[src/rtl/trap_entry_seq.sv]
// Trap entry sequencer: accepts a trap type and walks through the SPARC trap-entry
// steps (PSR update / TBR write, save PC into r17, save nPC into r18, redirect fetch).
// Taking a trap with ET=0 parks the block in a sticky error state until reset.
module trap_entry_seq #(
  parameter int unsigned NWINDOWS = 8,
  parameter int unsigned CWP_W    = 5
) (
  input  logic             clk,
  input  logic             reset,
  input  logic             trap_req,
  input  logic [7:0]       tt_in,
  input  logic             et_in,
  input  logic             s_in,
  input  logic [CWP_W-1:0] cwp_in,
  input  logic [31:0]      pc_in,
  input  logic [31:0]      npc_in,
  input  logic [19:0]      tba_in,
  output logic             busy,
  output logic             psr_we,
  output logic [CWP_W-1:0] new_cwp,
  output logic             new_s,
  output logic             new_ps,
  output logic             new_et,
  output logic             rf_we,
  output logic [4:0]       rf_waddr,
  output logic [31:0]      rf_wdata,
  output logic             tbr_we,
  output logic [31:0]      tbr_out,
  output logic             pc_we,
  output logic [31:0]      pc_out,
  output logic [31:0]      npc_out,
  output logic             trap_done,
  output logic             error_mode
);

  typedef enum logic [2:0] {
    StIdle,
    StWin,
    StSavePc,
    StSaveNpc,
    StJump,
    StError
  } state_e;

  state_e           state_q, state_d;
  logic [7:0]       tt_q, tt_d;
  logic [19:0]      tba_q, tba_d;
  logic [31:0]      pc_q, pc_d;
  logic [31:0]      npc_q, npc_d;
  logic             s_q, s_d;
  logic [CWP_W-1:0] new_cwp_q, new_cwp_d;
  logic [31:0]      pc_tgt_q, pc_tgt_d;
  logic [31:0]      npc_tgt_q, npc_tgt_d;
  logic             accept;
  logic [CWP_W-1:0] cwp_dec;
  logic [31:0]      tbr_val;

  assign tbr_val = {tba_q, tt_q, 4'b0000};

  // Next state, input latching on accept and fetch-target capture ahead of JUMP.
  always_comb begin
    state_d   = state_q;
    accept    = 1'b0;
    cwp_dec   = (cwp_in == '0) ? CWP_W'(NWINDOWS - 1) : cwp_in - CWP_W'(1);
    unique case (state_q)
      StIdle: begin
        if (trap_req) begin
          accept  = 1'b1;
          state_d = et_in ? StWin : StError;
        end
      end
      StWin:     state_d = StSavePc;
      StSavePc:  state_d = StSaveNpc;
      StSaveNpc: state_d = StJump;
      StJump:    state_d = StIdle;
      StError:   state_d = StError;
      default:   state_d = StIdle;
    endcase
    tt_d      = accept ? tt_in  : tt_q;
    tba_d     = accept ? tba_in : tba_q;
    pc_d      = accept ? pc_in  : pc_q;
    npc_d     = accept ? npc_in : npc_q;
    s_d       = accept ? s_in   : s_q;
    // The window pointer only moves for a trap that actually enters a window.
    new_cwp_d = (accept && et_in) ? cwp_dec : new_cwp_q;
    pc_tgt_d  = (state_q == StSaveNpc) ? tbr_val : pc_tgt_q;
    npc_tgt_d = (state_q == StSaveNpc) ? tbr_val + 32'd4 : npc_tgt_q;
  end

  // State and latch registers with synchronous reset.
  always_ff @(posedge clk) begin
    if (reset) begin
      state_q   <= StIdle;
      tt_q      <= '0;
      tba_q     <= '0;
      pc_q      <= '0;
      npc_q     <= '0;
      s_q       <= 1'b0;
      new_cwp_q <= '0;
      pc_tgt_q  <= '0;
      npc_tgt_q <= '0;
    end else begin
      state_q   <= state_d;
      tt_q      <= tt_d;
      tba_q     <= tba_d;
      pc_q      <= pc_d;
      npc_q     <= npc_d;
      s_q       <= s_d;
      new_cwp_q <= new_cwp_d;
      pc_tgt_q  <= pc_tgt_d;
      npc_tgt_q <= npc_tgt_d;
    end
  end

  // Moore outputs decoded from the registered state and latches.
  always_comb begin
    busy       = (state_q != StIdle);
    psr_we     = 1'b0;
    new_s      = 1'b0;
    new_et     = 1'b0;
    rf_we      = 1'b0;
    rf_waddr   = 5'd0;
    rf_wdata   = 32'd0;
    tbr_we     = 1'b0;
    pc_we      = 1'b0;
    trap_done  = 1'b0;
    error_mode = 1'b0;
    unique case (state_q)
      StWin: begin
        psr_we = 1'b1;
        tbr_we = 1'b1;
        new_s  = 1'b1;
      end
      StSavePc: begin
        rf_we    = 1'b1;
        rf_waddr = 5'd17;
        rf_wdata = pc_q;
      end
      StSaveNpc: begin
        rf_we    = 1'b1;
        rf_waddr = 5'd18;
        rf_wdata = npc_q;
      end
      StJump: begin
        pc_we     = 1'b1;
        trap_done = 1'b1;
      end
      StError: error_mode = 1'b1;
      default: ;
    endcase
  end

  assign new_cwp = new_cwp_q;
  assign new_ps  = s_q;
  assign tbr_out = tbr_val;
  assign pc_out  = pc_tgt_q;
  assign npc_out = npc_tgt_q;

endmodule

[config.mk]
export PLATFORM = sky130hd
export DESIGN_NAME = trap_entry_seq
export DESIGN_NICKNAME = d
export VERILOG_FILES = /design/src/rtl/trap_entry_seq.sv
export SDC_FILE = /design/constraint.sdc
export NUM_CORES = 1
export LEC_CHECK = 0
export CORE_UTILIZATION = 44
export DETAILED_ROUTE_END_ITERATION = 10
export PLACE_DENSITY_LB_ADDON = 0.08
export SYNTH_ARGS = -nofsm -noshare
export SYNTH_HDL_FRONTEND = slang
export SYNTH_SLANG_ARGS = --single-unit
[constraint.sdc]
create_clock -name clk -period 3.5 [get_ports clk]
set_input_delay 0.7 -clock clk [delete_from_list [all_inputs] [get_ports clk]]
set_output_delay 0.7 -clock clk [all_outputs]
set_load 0.005 [all_outputs]
## Yosys cells after proc, flatten, opt, wreduce, memory -nomap -nowiden

Index checks and enable logic that the tools add are counted.

- Equality and inequality tests: 6
- Mux-type cells: 12
- Reduce and logical (&&, ||, !) cells: 5
- Add/subtract/negate cells: 2

Operators by type and width:

| cell | count |
|---|---|
| $pmux W32 S2 | 1 |
| $add A32 B3 Y32 const B | 1 |
| $pmux W3 S5 | 1 |
| $pmux W5 S2 | 1 |
| $eq A3 B2 Y1 const B | 2 |
| $eq A3 B3 Y1 const B | 2 |
| $mux W1 | 6 |
| $mux W3 | 2 |
| $logic_not A5 Y1 | 1 |
| $mux W5 | 1 |
| $sub A5 B1 Y5 const B | 1 |
| $eq A3 B1 Y1 const B | 1 |
| $logic_not A3 Y1 | 1 |
| $reduce_bool A3 Y1 | 1 |
| $ne A2 B2 Y1 const B | 1 |
| $reduce_or A2 Y1 | 1 |
| $logic_and A1 B1 Y1 | 1 |

- Bits of input ports: 102
- Output and inout bits: 148
- Word-level logic and storage cells: 34
- Flip-flop bits (word level): 161

## Logic depth before layout (Yosys ltp)

Gate-level depths: netlist of run 1.

- Word-level depth: 3
- Gate-level depth with buffers: 6
- Depth with buffers taken out: 5

## Least setup slack after synthesis of run 1

OpenSTA, ideal clock, no wires.

- Path type: register to output
- Start point: register state_q[2]
- End point: output rf_wdata[14]
- Path slack: 1461 ps
- Cell stages (with the launch flop): 7
- Data arrival time: 1339 ps
- Path buffers: 3
- Cell sequence: dfxtp_1 > buf_2 > nor2_1 > and2_1 > clkbuf_1 > clkbuf_1 > a22o_1

- Cells in the longest elaborated chain, start to end: 2

RTL lines:

| element | RTL line | RTL |
|---|---|---|
| start, declared | 45 | `state_e state_q, state_d;` |
| start signal, assigned | 93 | `state_q <= StIdle;` |
| start signal, assigned | 103 | `state_q <= state_d;` |
| $eq A3 B2 Y1 | 128 | `unique case (state_q)` |
| $pmux W32 S2 (*) | 128 |  |
| end, declared | 26 | `output logic [31:0] rf_wdata,` |

Mark *: on every way between the ends. The rest lies on a longest branch, timed or not.

## Worst setup path in the final report of run 1

- Start point: register state_q[1]
- End point: output rf_wdata[15]

Same word-level chain as after synthesis.

==> results_dict.tcl, run 1 <==
set metrics [dict create \
    area_delta_synth_final_pct 52.04 \
    status "finished with violations" \
    dp_slack_ns 0.8150 \
    muxShareOfSynthArea 0 \
    vias 5027 \
    grt_max_degree 77 \
    cts.sinks 130 \
    synthXorXnorAreaFrac 0.003340 \
    mostFrequentLayoutCells "nand2_1, clkdlybuf4s50_1, dfxtp_1" \
    multi_input_area_mm2 0.002128 \
    seq_area_mm2 0.002603 \
    reg2reg_setup_slack_ns 1.58 \
    drv_cap 0 \
    coreArea_mm2 0.01152 \
    antenna_found_initial 0 \
    dieArea_mm2 0.01236 \
    vdd_drop_max_uv 361.3 \
    worst-path-max-fanout 25 \
    avgSynthCellArea_um2 7.850 \
    synth_cell_types 31 \
    routedWlPerCell_um 14.67 \
    yosys_warnings 0 \
    nets 950 \
    synth-simple-area-share 0.2042 \
    failed_checks "DRC" \
    viasPerCell 5.012 \
    ys_ff_latch 130 \
    final_common_cell "nand2_1" \
    synth_top_family_by_area "simple AND/OR/NAND/NOR gates" \
    synth_compound_area_frac 0.1852 \
    startpoint_type "register" \
    drc 38 \
    finalWirelength_um 14710 \
    synth_seq_area_share 0.4963 \
    grt-ovfl-total 0 \
    async_flop_share 0 \
    layout_setup_ws_ns 0.3667 \
    tritoncts "yes" \
    path_class "register to output pin" \
    cts_resized 0 \
    cts_buffers 17 \
    hold_violations 0 \
    die_h_um 111.2 \
    reg2reg_to "tt_q[4]$_SDFFE_PP0P_" \
    power_leakage_nw 2.910 \
    first_pass_iters 10 \
    netlist_area_mm2 0.005244 \
    setup-violations-final 0 \
    min_to "pc_q[22]$_SDFFE_PP0P_" \
    tns_ns 0 \
    rr_worst_depth 4 \
    pwr_density_cell_mw_per_mm2 502.8 \
    total_power_mw 4.009 \
    fillers 974 \
    worstHoldPathCells 2 \
    r2r-start "state_q[2]$_SDFFE_PP0P_" \
    clk_latency_ns 0.41 \
    cp-end-kind "output pin" \
    clockBufferDepth 2 \
    min_from "pc_q[22]$_SDFFE_PP0P_" \
    critPathRequiredTime_ns 2.80 \
    start_util 0.4553 \
    min_path_type "register to register" \
    worst_slew_pin_slew_ns 0.6725 \
    synthCells 668 \
    slew_violations 0 \
    synthAdderAreaFrac 0.002386 \
    drt_iter0_markers 356 \
    cts.clk_slew.worst_paths_ns 0.05 \
    cpMaxStageDelayCell "dfxtp_1" \
    design_area_mm2 0.007973 \
    die-width_um 111.2 \
    ant_nets 0 \
    slew_headroom 0.5517 \
    cts_setup_buffers 0 \
    drive_gt1_frac 0.05581 \
    grt_pass1_vias 4876 \
    dp_hpwl_um 10170 \
    grt_pass1_wl_um 23830 \
    rows 39 \
    rsz0062_at_grt "no" \
    max_stage_delay_ns 0.57 \
    period_needed_ns 3.133 \
    design.portCount 250 \
    path_cells "nand3b_1 -> inv_2 -> buf_12 -> a22o_1 -> clkdlybuf4s50_1" \
    placed_area_mm2 0.007383 \
    fin_crit_sh 0.8952 \
    h-tree-depth 4 \
    antenna_cells 0 \
    clock.fmax_mhz 319.2 \
    post-route-util 0.6923 \
    synthFlopType "dfxtp_1" \
    synth_edf_count 0 \
    gp_congestion 0.7914 \
    cts_hold_buf 0 \
    arrival_ns 2.43 \
    clock-root-buffer "clkbuf_16" \
    grt_usage 0.2405 \
    clock-skew-final_ns 0.006035 \
    port_buffers 235 \
]
[power breakdown]
part           leakage, nW  switching (mW)  total, mW  internal, mW
combinational         1.57           0.300      0.619         0.320
sequential            1.06          0.0777       1.67          1.59
clock                0.281           0.640       1.72          1.08
total                 2.91            1.02       4.01          2.99
[kinds of logic after synthesis]
| logic type | Yosys count |
|---|---|
| XOR/XNOR | 2 |
| buffers and inverters | 102 |
| other | 1 |
| AO/OA/AOI/OAI | 167 |
| AND/OR/NAND/NOR | 265 |
| adder cells (fa/ha/maj) | 1 |
| flip-flops | 130 |
[worst max-delay path by stage]
stage                       startpoint            to  depth (start not counted)
2_1_floorplan  state_q[2]$_SDFFE_PP0P_  rf_wdata[14]                          6
3_3_place_gp   state_q[1]$_SDFFE_PP0P_  rf_wdata[17]                          5
3_5_place_dp   state_q[1]$_SDFFE_PP0P_  rf_wdata[26]                          5
4_1_cts        state_q[1]$_SDFFE_PP0P_  rf_wdata[15]                          5
5_1_grt        state_q[1]$_SDFFE_PP0P_   rf_wdata[7]                          5
6_report       state_q[1]$_SDFFE_PP0P_  rf_wdata[15]                          5
[through the flow]
| step | cells | hold slack [ns] |
|---|---|---|
| detailed placement | 971 | 0.4493 |
| global route | 1003 | 0.4677 |
| floorplan | 681 | 0.4360 |
| CTS | 1003 | 0.4549 |
| finish | 1003 | 0.4561 |
| global placement | 971 | 0.4420 |
[routing by layer]
layer | vias up | GRT usage | part of all wire
li1 | 2489 | - | -
met1 | 2336 | 0.2653 | 0.40
met2 | 189 | 0.4354 | 0.51
met3 | 13 | 0.07381 | 0.079
met4 | 0 | 0.08108 | 0.012
met5 | - | 0 | 0
[layout make-up]
class | instances | share of cell area
Sequential cell | 130 | 0.3264
Timing Repair Buffer | 244 | 0.3079
Multi-Input combinational cell | 449 | 0.2669
Clock buffer | 19 | 0.05681
Tap cell | 143 | 0.02244
Clock inverter | 13 | 0.01711
Inverter | 5 | 0.002354
[critical path: cells and delay by family (launching register included)]
family	cells	cell delay, ns
AOI/OAI and AO/OA	1	0.18
buffers and inverters	3	1.10
DFF	1	0.57
and+or+nand+nor	1	0.17
[cell usage after synthesis, types with 3 or more instances]
library cell	n	area, µm²
clkbuf_1	39	146.4
dfxtp_1	130	2603
nand2_1	243	912.1
buf_4	46	345.3
nand3b_1	3	22.52
a21oi_1	128	640.6
buf_1	4	15.01
inv_1	4	15.01
buf_2	8	40.04
nor2_1	4	15.01
a22o_1	32	280.3
[registers in the layout, indices dropped and copies added (netlist names)]
register and cells:
new_ps 1, npc_q 32, pc_q 32, new_cwp 5
tba_q 20, npc_out 2, pc_out 27, tt_q 8
state_q 3
Note: power is estimated with default switching activity, not from simulation.
==> run 2, diff against run 1 <==
Settings changed: ABC_AREA from default to 1, CORE_UTILIZATION 44 to 37.
==> run 2 against run 1 <==
Effect of this change:
- synthesized cell count down 2.5%
- worst setup slack better by 0.0022 ns
- total power up 8.6%
- final cell count up 2.0%
- the run now ends clean
- clock skew up 0.0048 ns
- sequential power up 7%
- synthesized area up 0.26%
- non-clock buffer count down 3
- highest routed layer unchanged
- critical path depth unchanged
- clock power down 8%
- maximum frequency about the same
- sequential share of layout area up 0.29 points
==> results_dict.tcl, run 2 <==
set metrics [dict create \
    final_common_cell "clkdlybuf4s50_1" \
    synth_top_cell_area_share 0.4950 \
    synth_seq_area_share 0.4950 \
    synth_edf_count 0 \
    hold_violations 0 \
    cpMaxStageDelayCell "clkdlybuf4s50_1" \
    critPathRequiredTime_ns 2.80 \
    cts_resized 0 \
    antenna_found_initial 0 \
    cts_hold_buf 0 \
    status "completed" \
    drive_gt1_frac 0.04508 \
    netlist_area_mm2 0.005258 \
    fin_crit_sh 0.8946 \
    pwr_density_cell_mw_per_mm2 551.2 \
    vdd_drop_max_uv 324.9 \
    ys_ff_latch 130 \
    synth_cell_types 23 \
    start_util 0.3788 \
    dp_slack_ns 0.7836 \
    clockBufferDepth 2 \
    grt_max_degree 77 \
    cts_setup_buffers 0 \
    path_cells "nand2_1 -> nor2_4 -> inv_1 -> o22ai_1 -> clkdlybuf4s50_1" \
    finalWirelength_um 14400 \
    max_stage_delay_ns 0.55 \
    period_needed_ns 3.131 \
    cts.clk_slew.worst_paths_ns 0.06 \
    finalNonFillerCells 1023 \
    mostFrequentLayoutCells "clkdlybuf4s50_1, dfxtp_1, a21oi_1" \
    worst-path-max-fanout 32 \
    yosysTopAreaCell "dfxtp_1" \
    area_delta_synth_final_pct 50.29 \
    drc 0 \
    grt_pass1_wl_um 22450 \
    die_h_um 121.2 \
    gp_congestion 0.8155 \
    avgSynthCellArea_um2 8.076 \
    synth_most_common_cell "dfxtp_1" \
    nets 935 \
    antenna_cells 0 \
    startpoint_type "register" \
    ant_nets 0 \
    worst_slew_pin_slew_ns 1.043 \
    dp_hpwl_um 10100 \
    vias 4880 \
    grt_pass1_vias 4604 \
    use_met2 0.3229 \
    synth_common_cells "dfxtp_1, a21oi_1, o21ai_0, inv_1, buf_4" \
    clock.fmax_mhz 319.4 \
    rows 43 \
    tritoncts "yes" \
    design.portCount 250 \
    clock-root-buffer "clkbuf_16" \
    viasPerCell 4.770 \
    drv_cap 0 \
    path_class "register to output pin" \
    drt_iter0_markers 293 \
    grt_usage 0.1986 \
    routedWlPerCell_um 14.08 \
    tns_ns 0 \
    clk_latency_ns 0.41 \
    min_path_type "register to register" \
    clock-skew-final_ns 0.01085 \
    placed_cells 993 \
    async_flop_share 0 \
    first_pass_iters 4 \
    cp-end-kind "output pin" \
    setup-violations-final 0 \
    slew_headroom 0.3037 \
    port_buffers 235 \
    h-tree-depth 4 \
    grt_busiest_layer "met2" \
    layout_setup_ws_ns 0.3689 \
    cts.sinks 130 \
    ys_top_cells_by_area "dfxtp_1, a21oi_1, o21ai_0" \
    power_leakage_nw 2.995 \
    rsz0062_at_grt "no" \
    grt-ovfl-total 0 \
    cts_buffers 17 \
    slew_violations 0 \
    use_met1 0.2277 \
    synthFlopType "dfxtp_1" \
    synthCells 651 \
    arrival_ns 2.43 \
    yosys_warnings 0 \
    coreArea_mm2 0.01388 \
    die-width_um 121.2 \
    dieArea_mm2 0.01469 \
    grt_use_met3 0.06579 \
]
## run 2: path summary, 6_finish.rpt
path,from,to,cells past startpoint,slack (ns)
min reg2reg,npc_q[18]$_SDFFE_PP0P_,npc_q[18]$_SDFFE_PP0P_,2,0.45
max reg2reg,state_q[0]$_SDFFE_PP0P_,npc_q[22]$_SDFFE_PP0P_,5,1.54
max,state_q[1]$_SDFFE_PP0P_,rf_wdata[14],5,0.37
min,npc_q[18]$_SDFFE_PP0P_,npc_q[18]$_SDFFE_PP0P_,2,0.45
## run 2: layer usage
metal  vias up  wire (µm)  share of wire
li1       2454          -              -
met1      2196       6110           0.42
met2       193       6731           0.47
met3        37       1031          0.072
met4         0        528          0.037
met5         -          0              0
## run 2: kinds of logic after synthesis
group / synth area share
compound gates: 0.2751
xor+xnor: 0.001666
fa+ha+maj: 0.002379
buf+inv: 0.1918
flops: 0.4950
other cells: 0.0007133
simple gates: 0.03332
## run 2: metrics by stage
stage	power, mW	utilization	hold WS [ns]	area [µm²]
5_1_grt	4.593	0.5692	0.4787	7901
2_1_floorplan	2.351	-	0.4291	5306
3_5_place_dp	2.803	0.5308	0.4448	7368
4_1_cts	4.398	0.5692	0.4551	7901
6_report	4.355	0.5692	0.4548	7901
3_3_place_gp	2.781	0.5308	0.4431	7368
## run 2: worst max-delay path, delay by kind of cell (launching register included)
| kind | cells | cell delay [ns] |
|---|---|---|
| buf+inv | 2 | 0.98 |
| compound gates | 1 | 0.34 |
| simple gates | 2 | 0.24 |
| flops | 1 | 0.43 |
## run 2: power by group
group          internal, mW  switching [mW]  total [mW]
Clock                 0.985           0.601        1.59
Sequential             1.69          0.0900        1.78
Combinational         0.501           0.484       0.985
Total                  3.18            1.18        4.36
## run 2: area by class of cell
class / count / area, µm²
Sequential cell: 130 / 2603
Timing Repair Buffer: 241 / 2435
Inverter: 106 / 397.9
Fill cell: 1268 / 5979
Clock inverter: 5 / 27.53
Tap cell: 180 / 225.2
Multi-Input combinational cell: 336 / 1708
Clock buffer: 25 / 505.5
